===== src/rtl/display_pkg.sv =====
// display_pkg: screen constants, fixed-point split helper and scanner FSM states
package display_pkg;
  localparam int H_CENTER = 800;
  localparam int V_CENTER = 600;
  localparam int H_ACTIVE = 1600;
  localparam int V_ACTIVE = 1200;
  localparam int OFF_COL  = 1700;
  localparam int OFF_ROW  = 1300;
  typedef enum logic [1:0] {IDLE, SCAN, DRAIN, PUBLISH} scan_state_e;
  function automatic logic [63:0] fx_int(input logic [63:0] v, input int unsigned w);
    return v >> (w / 2);
  endfunction
endpackage


===== src/rtl/axis_project.sv =====
// axis_project: one-axis zoom shift, centring add and clip of a fixed-point coordinate
module axis_project #(
  parameter int WIDTH    = 32,
  parameter int OUT_BITS = 12,
  parameter int CENTER   = display_pkg::H_CENTER,
  parameter int ACTIVE   = display_pkg::H_ACTIVE,
  parameter int OFF      = display_pkg::OFF_COL
) (
  input  logic [WIDTH-1:0]    loc_i,
  input  logic [3:0]          shift_i,
  output logic [WIDTH/2:0]    sum_o,
  input  logic [WIDTH/2:0]    sum_i,
  output logic [OUT_BITS-1:0] value_o,
  output logic                clipped_o,
  output logic                in_active_o
);
  import display_pkg::*;
  localparam int H = WIDTH / 2;
  logic signed [H-1:0] ip, s;
  assign ip = H'(fx_int(64'(loc_i), WIDTH));
  assign s = ip >>> shift_i;
  // one extra bit keeps the centred sum from wrapping
  assign sum_o = {s[H-1], s} + (H + 1)'(CENTER);
  assign clipped_o = sum_i[H] | (|sum_i[H-1:OUT_BITS]);
  assign value_o = clipped_o ? OUT_BITS'(OFF) : sum_i[OUT_BITS-1:0];
  assign in_active_o = !clipped_o && sum_i[OUT_BITS-1:0] < OUT_BITS'(ACTIVE);
endmodule


===== src/rtl/sprite_center_scanner.sv =====
// sprite_center_scanner: per-frame snapshot, pipelined conversion and double-buffered publish of sprite centres
module sprite_center_scanner #(
  parameter int SPRITES  = 9,
  parameter int WIDTH    = 32,
  parameter int COL_BITS = 12,
  parameter int ROW_BITS = 11,
  parameter int H_CENTER = display_pkg::H_CENTER,
  parameter int V_CENTER = display_pkg::V_CENTER,
  parameter int H_ACTIVE = display_pkg::H_ACTIVE,
  parameter int V_ACTIVE = display_pkg::V_ACTIVE,
  parameter int OFF_COL  = display_pkg::OFF_COL,
  parameter int OFF_ROW  = display_pkg::OFF_ROW
) (
  input  logic                                 clk,
  input  logic                                 rst_L,
  input  logic                                 start,
  input  logic [3:0]                           scale_shift,
  input  logic [SPRITES-1:0][1:0][WIDTH-1:0]   locations,
  output logic [SPRITES-1:0][COL_BITS-1:0]     cols,
  output logic [SPRITES-1:0][ROW_BITS-1:0]     rows,
  output logic [SPRITES-1:0]                   onscreen,
  output logic                                 busy,
  output logic                                 done
);
  import display_pkg::*;
  localparam int H  = WIDTH / 2;
  localparam int IW = SPRITES > 1 ? $clog2(SPRITES) : 1;
  scan_state_e state_q;
  logic [IW-1:0] idx_q, s1_idx_q;
  logic [SPRITES-1:0][1:0][WIDTH-1:0] loc_q;
  logic [3:0] shift_q;
  logic s1_vld_q;
  logic [H:0] x_sum, y_sum, s1_x_q, s1_y_q;
  logic [COL_BITS-1:0] col_v;
  logic [ROW_BITS-1:0] row_v;
  logic col_clip, row_clip, col_act, row_act;
  logic [SPRITES-1:0][COL_BITS-1:0] wb_col_q, wb_col_d;
  logic [SPRITES-1:0][ROW_BITS-1:0] wb_row_q, wb_row_d;
  logic [SPRITES-1:0] wb_on_q, wb_on_d;
  axis_project #(.WIDTH(WIDTH), .OUT_BITS(COL_BITS), .CENTER(H_CENTER), .ACTIVE(H_ACTIVE), .OFF(OFF_COL)) u_x (
    .loc_i(loc_q[idx_q][0]), .shift_i(shift_q), .sum_o(x_sum), .sum_i(s1_x_q),
    .value_o(col_v), .clipped_o(col_clip), .in_active_o(col_act)
  );
  axis_project #(.WIDTH(WIDTH), .OUT_BITS(ROW_BITS), .CENTER(V_CENTER), .ACTIVE(V_ACTIVE), .OFF(OFF_ROW)) u_y (
    .loc_i(loc_q[idx_q][1]), .shift_i(shift_q), .sum_o(y_sum), .sum_i(s1_y_q),
    .value_o(row_v), .clipped_o(row_clip), .in_active_o(row_act)
  );
  // stage 2 write; publish reads this so the last sprite is included without an extra cycle
  always_comb begin
    wb_col_d = wb_col_q;
    wb_row_d = wb_row_q;
    wb_on_d = wb_on_q;
    if (s1_vld_q) begin
      wb_col_d[s1_idx_q] = col_v;
      wb_row_d[s1_idx_q] = row_v;
      wb_on_d[s1_idx_q] = col_act & row_act & ~(col_clip | row_clip);
    end
  end
  always_ff @(posedge clk or negedge rst_L) begin
    if (!rst_L) begin
      state_q <= IDLE;
      idx_q <= '0;
      s1_idx_q <= '0;
      s1_vld_q <= 1'b0;
      s1_x_q <= '0;
      s1_y_q <= '0;
      loc_q <= '0;
      shift_q <= '0;
      wb_col_q <= '0;
      wb_row_q <= '0;
      wb_on_q <= '0;
      cols <= {SPRITES{COL_BITS'(OFF_COL)}};
      rows <= {SPRITES{ROW_BITS'(OFF_ROW)}};
      onscreen <= '0;
      busy <= 1'b0;
      done <= 1'b0;
    end else begin
      s1_vld_q <= state_q == SCAN;
      s1_idx_q <= idx_q;
      s1_x_q <= x_sum;
      s1_y_q <= y_sum;
      wb_col_q <= wb_col_d;
      wb_row_q <= wb_row_d;
      wb_on_q <= wb_on_d;
      done <= 1'b0;
      case (state_q)
        IDLE: if (start) begin
          loc_q <= locations;
          shift_q <= scale_shift;
          idx_q <= '0;
          busy <= 1'b1;
          state_q <= SCAN;
        end
        SCAN: begin
          idx_q <= idx_q == IW'(SPRITES - 1) ? '0 : idx_q + IW'(1);
          state_q <= idx_q == IW'(SPRITES - 1) ? DRAIN : SCAN;
        end
        DRAIN: begin
          cols <= wb_col_d;
          rows <= wb_row_d;
          onscreen <= wb_on_d;
          done <= 1'b1;
          busy <= 1'b0;
          state_q <= PUBLISH;
        end
        default: state_q <= IDLE;
      endcase
    end
  end
endmodule

===== config.mk =====
export PLATFORM = sky130hd
export DESIGN_NAME = sprite_center_scanner
export DESIGN_NICKNAME = d
export VERILOG_FILES = /design/src/rtl/display_pkg.sv /design/src/rtl/axis_project.sv /design/src/rtl/sprite_center_scanner.sv
export SDC_FILE = /design/constraint.sdc
export NUM_CORES = 1
export LEC_CHECK = 0
export CAP_MARGIN = 15
export CORE_ASPECT_RATIO = 0.6
export CORE_MARGIN = 5
export CORE_UTILIZATION = 55
export CTS_BUF_LIST = sky130_fd_sc_hd__clkbuf_8
export DETAILED_ROUTE_END_ITERATION = 10
export PLACE_DENSITY_LB_ADDON = 0.12
export SLEW_MARGIN = 20
export SYNTH_ARGS = -nofsm -noshare
export SYNTH_HDL_FRONTEND = slang
export SYNTH_HIERARCHICAL = 1
export SYNTH_SLANG_ARGS = --single-unit

===== constraint.sdc =====
create_clock -name clk -period 6.8 [get_ports clk]
set_input_delay 0.68 -clock clk [delete_from_list [all_inputs] [get_ports clk]]
set_output_delay 0.68 -clock clk [all_outputs]
set_load 0.01 [all_outputs]

==> impl_metrics.ini <==
[global_routing]
grt_pass1_wl_um = 161000
grt_max_degree = 232
first_global_vias = 27000
antenna_found_initial = 7
grt_use_total_pct = 30.4
overflow = 0

[synth]
syn-num-nets = 4297
avgSynthCellArea_um2 = 9.39
yosys_warnings = 6
syn_area_mm2 = 0.0348
synthCells = 3710

[min_path]
holdCritPathClass = input pin to async pin

[sta]
period_share_pct = 69.7
rsz0062_at_grt = false
max_freq_mhz = 211
fin_setup_tns_ns = 0
worst_slack_ns = 2.06
period_needed_ns = 4.74
whs_ns = 0.0628
setup_viol = 0
relSlewSlack_pct = 17.0
tightest_slew_ns = 1.24
drv_slew = 0
fin_skew_ns = 0.0399
hold_violations = 0

[clocking]
cts_hold_buf = 0
postCtsSetupBuffers = 0
numCtsBuffers = 109
cts_buffer_depth = 3
post_cts_resized = 0
path_clk_slew_ns = 0.07
insertion_delay_ns = 0.76
cts_root_buf = clkbuf_8
cts_sinks = 771
htreeDepth = 3
cts_tree = built

[floorplanning]
start_util_pct = 55.5
coreArea_mm2 = 0.0627
rows = 71
die_y_um = 205
fp.dieW_um = 335
io_pins = 801
dieArea_mm2 = 0.0686

[setup_path]
crit_path_start = idx_q[0]
path_delay_family = compound AO/OA/AOI/OAI gates
slowest_delay_ns = 0.92
end_kind = flip-flop
cp-start-kind = flip-flop
worst-path-buf-inv = 1
cp.arrival_ns = 5.35
path_max_fanout = 44
crit_chain = buf_4, mux2i_1, o221ai_1, o31a_1, mux4_1, mux2_2, o21ai_0, ha_1, a311oi_2, o21ai_2, a21oi_2, xnor2_1, a221o_1
cp.required_ns = 7.41
path_class = flip-flop to flip-flop
r2r_start = idx_q[0]
crit_slowest_cell = dfrtp_4

[run_status]
status = complete, no violations

[finish]
layoutNonFillerInstCount = 4960
final_util_pct = 66.7
final_nets = 4610
drive_gt1_share_pct = 8.81
final_area_mm2 = 0.0419
flow.area_growth_from_synthesis_pct = 20.2

[drt]
drt-total-wl_um = 106000
vias = 28400
dr.pass1.iters = 6
wire_per_inst_um = 21.5
ant_nets = 0
drcViolationCount = 0
routed_via_density = 5.73
drt-initial-drc-count = 2858

[place]
dpl-instance-area_mm2 = 0.0396
routabilityCongestion = 0.881
portBuffers = 512
dp.cells = 4750
dp_slack_ns = 2.14
hpwlAfterDp_um = 70900

[power]
power_mw = 21.2
p_leak_nw = 19.8
peakVddDrop_mv = 0.435
powerDensity_mw_per_mm2 = 506

[job]
drv_cap = 0
-- cell type report --
type | count | area (um^2)
Fill cell | 5091 | 20900
Sequential cell | 771 | 19400
Multi-Input combinational cell | 2568 | 13500
Timing Repair Buffer | 556 | 5570
Clock buffer | 136 | 1870
Tap cell | 839 | 1050
Clock inverter | 70 | 347
Inverter | 17 | 71.3
Antenna cell | 3 | 7.51
-- layout by cell type (no fill, tap or decap), types with 4 or more instances in the layout --
| cell | instances |
|---|---|
| o221ai_1 | 33 |
| xor2_1 | 4 |
| dfrtp_1 | 686 |
| nor2_1 | 278 |
| mux2i_1 | 145 |
| and2_1 | 17 |
| nand2b_1 | 16 |
| mux2_2 | 15 |
| o31a_1 | 35 |
| buf_4 | 36 |
| dfstp_2 | 81 |
| xnor2_1 | 12 |
| o21ai_0 | 125 |
| a31oi_1 | 215 |
| a21oi_1 | 20 |
| clkinv_2 | 13 |
| or3_1 | 8 |
| inv_1 | 64 |
| ha_1 | 4 |
| nand2_1 | 1140 |
| mux2_1 | 6 |
| clkdlybuf4s50_1 | 511 |
| mux4_2 | 15 |
| or2_2 | 4 |
| and3_1 | 4 |
| o21ai_1 | 102 |
| nand4_1 | 6 |
| buf_12 | 7 |
| o22ai_1 | 4 |
| a211oi_1 | 5 |
| o31ai_1 | 5 |
| nand3_1 | 219 |
| nor3_1 | 4 |
| mux2_4 | 8 |
| clkbuf_8 | 136 |
| o2bb2ai_1 | 31 |
| o211ai_1 | 18 |
-- routing by layer --
layer	up-vias	GRT usage, %	routed length [um]
li1	13200	-	-
met1	14000	46.4	48600
met2	1109	42.6	44800
met3	182	8.60	9980
met4	10	8.36	2970
met5	-	0	60
-- worst reg2reg max path: cells and delay by family, from the launching register on --
family	cells	cell delay, ns
xor+xnor	1	0.15
mux	3	1.40
buf+inv	1	0.40
flops	1	0.92
fa+ha+maj	1	0.22
compound gates	7	1.54
-- final timing paths --
| kind | cells after the start | slack (ns) | end |
|---|---|---|---|
| worst max-delay path | 13 | 2.06 | s1_y_q[11] |
| worst min register to register | 2 | 0.47 | loc_q[318] |
| max in group asynchronous | 2 | 5.17 | shift_q[0] |
| worst min-delay path | 1 | 0.06 | rows[6] |
| min in group clk | 3 | 0.46 | loc_q[287] |
| worst max register to register | 13 | 2.06 | s1_y_q[11] |
-- registers in the layout, summed over array words and instances, names as in the netlist, 2 cells and up --
name      count
loc_q       288
cols        108
wb_col_q    108
rows         99
wb_row_q     99
s1_x_q       17
s1_y_q       17
onscreen      9
wb_on_q       9
idx_q         4
s1_idx_q      4
shift_q       4
state_q       2
-- power breakdown --
part / leakage (nW) / switching (mW) / internal, mW
Clock: 1.33 / 1.83 / 1.85
Combinational: 8.88 / 5.86 / 3.87
Sequential: 9.60 / 1.09 / 6.71
Total: 19.8 / 8.78 / 12.4
No activity file was read; power rests on OpenSTA's default activity.
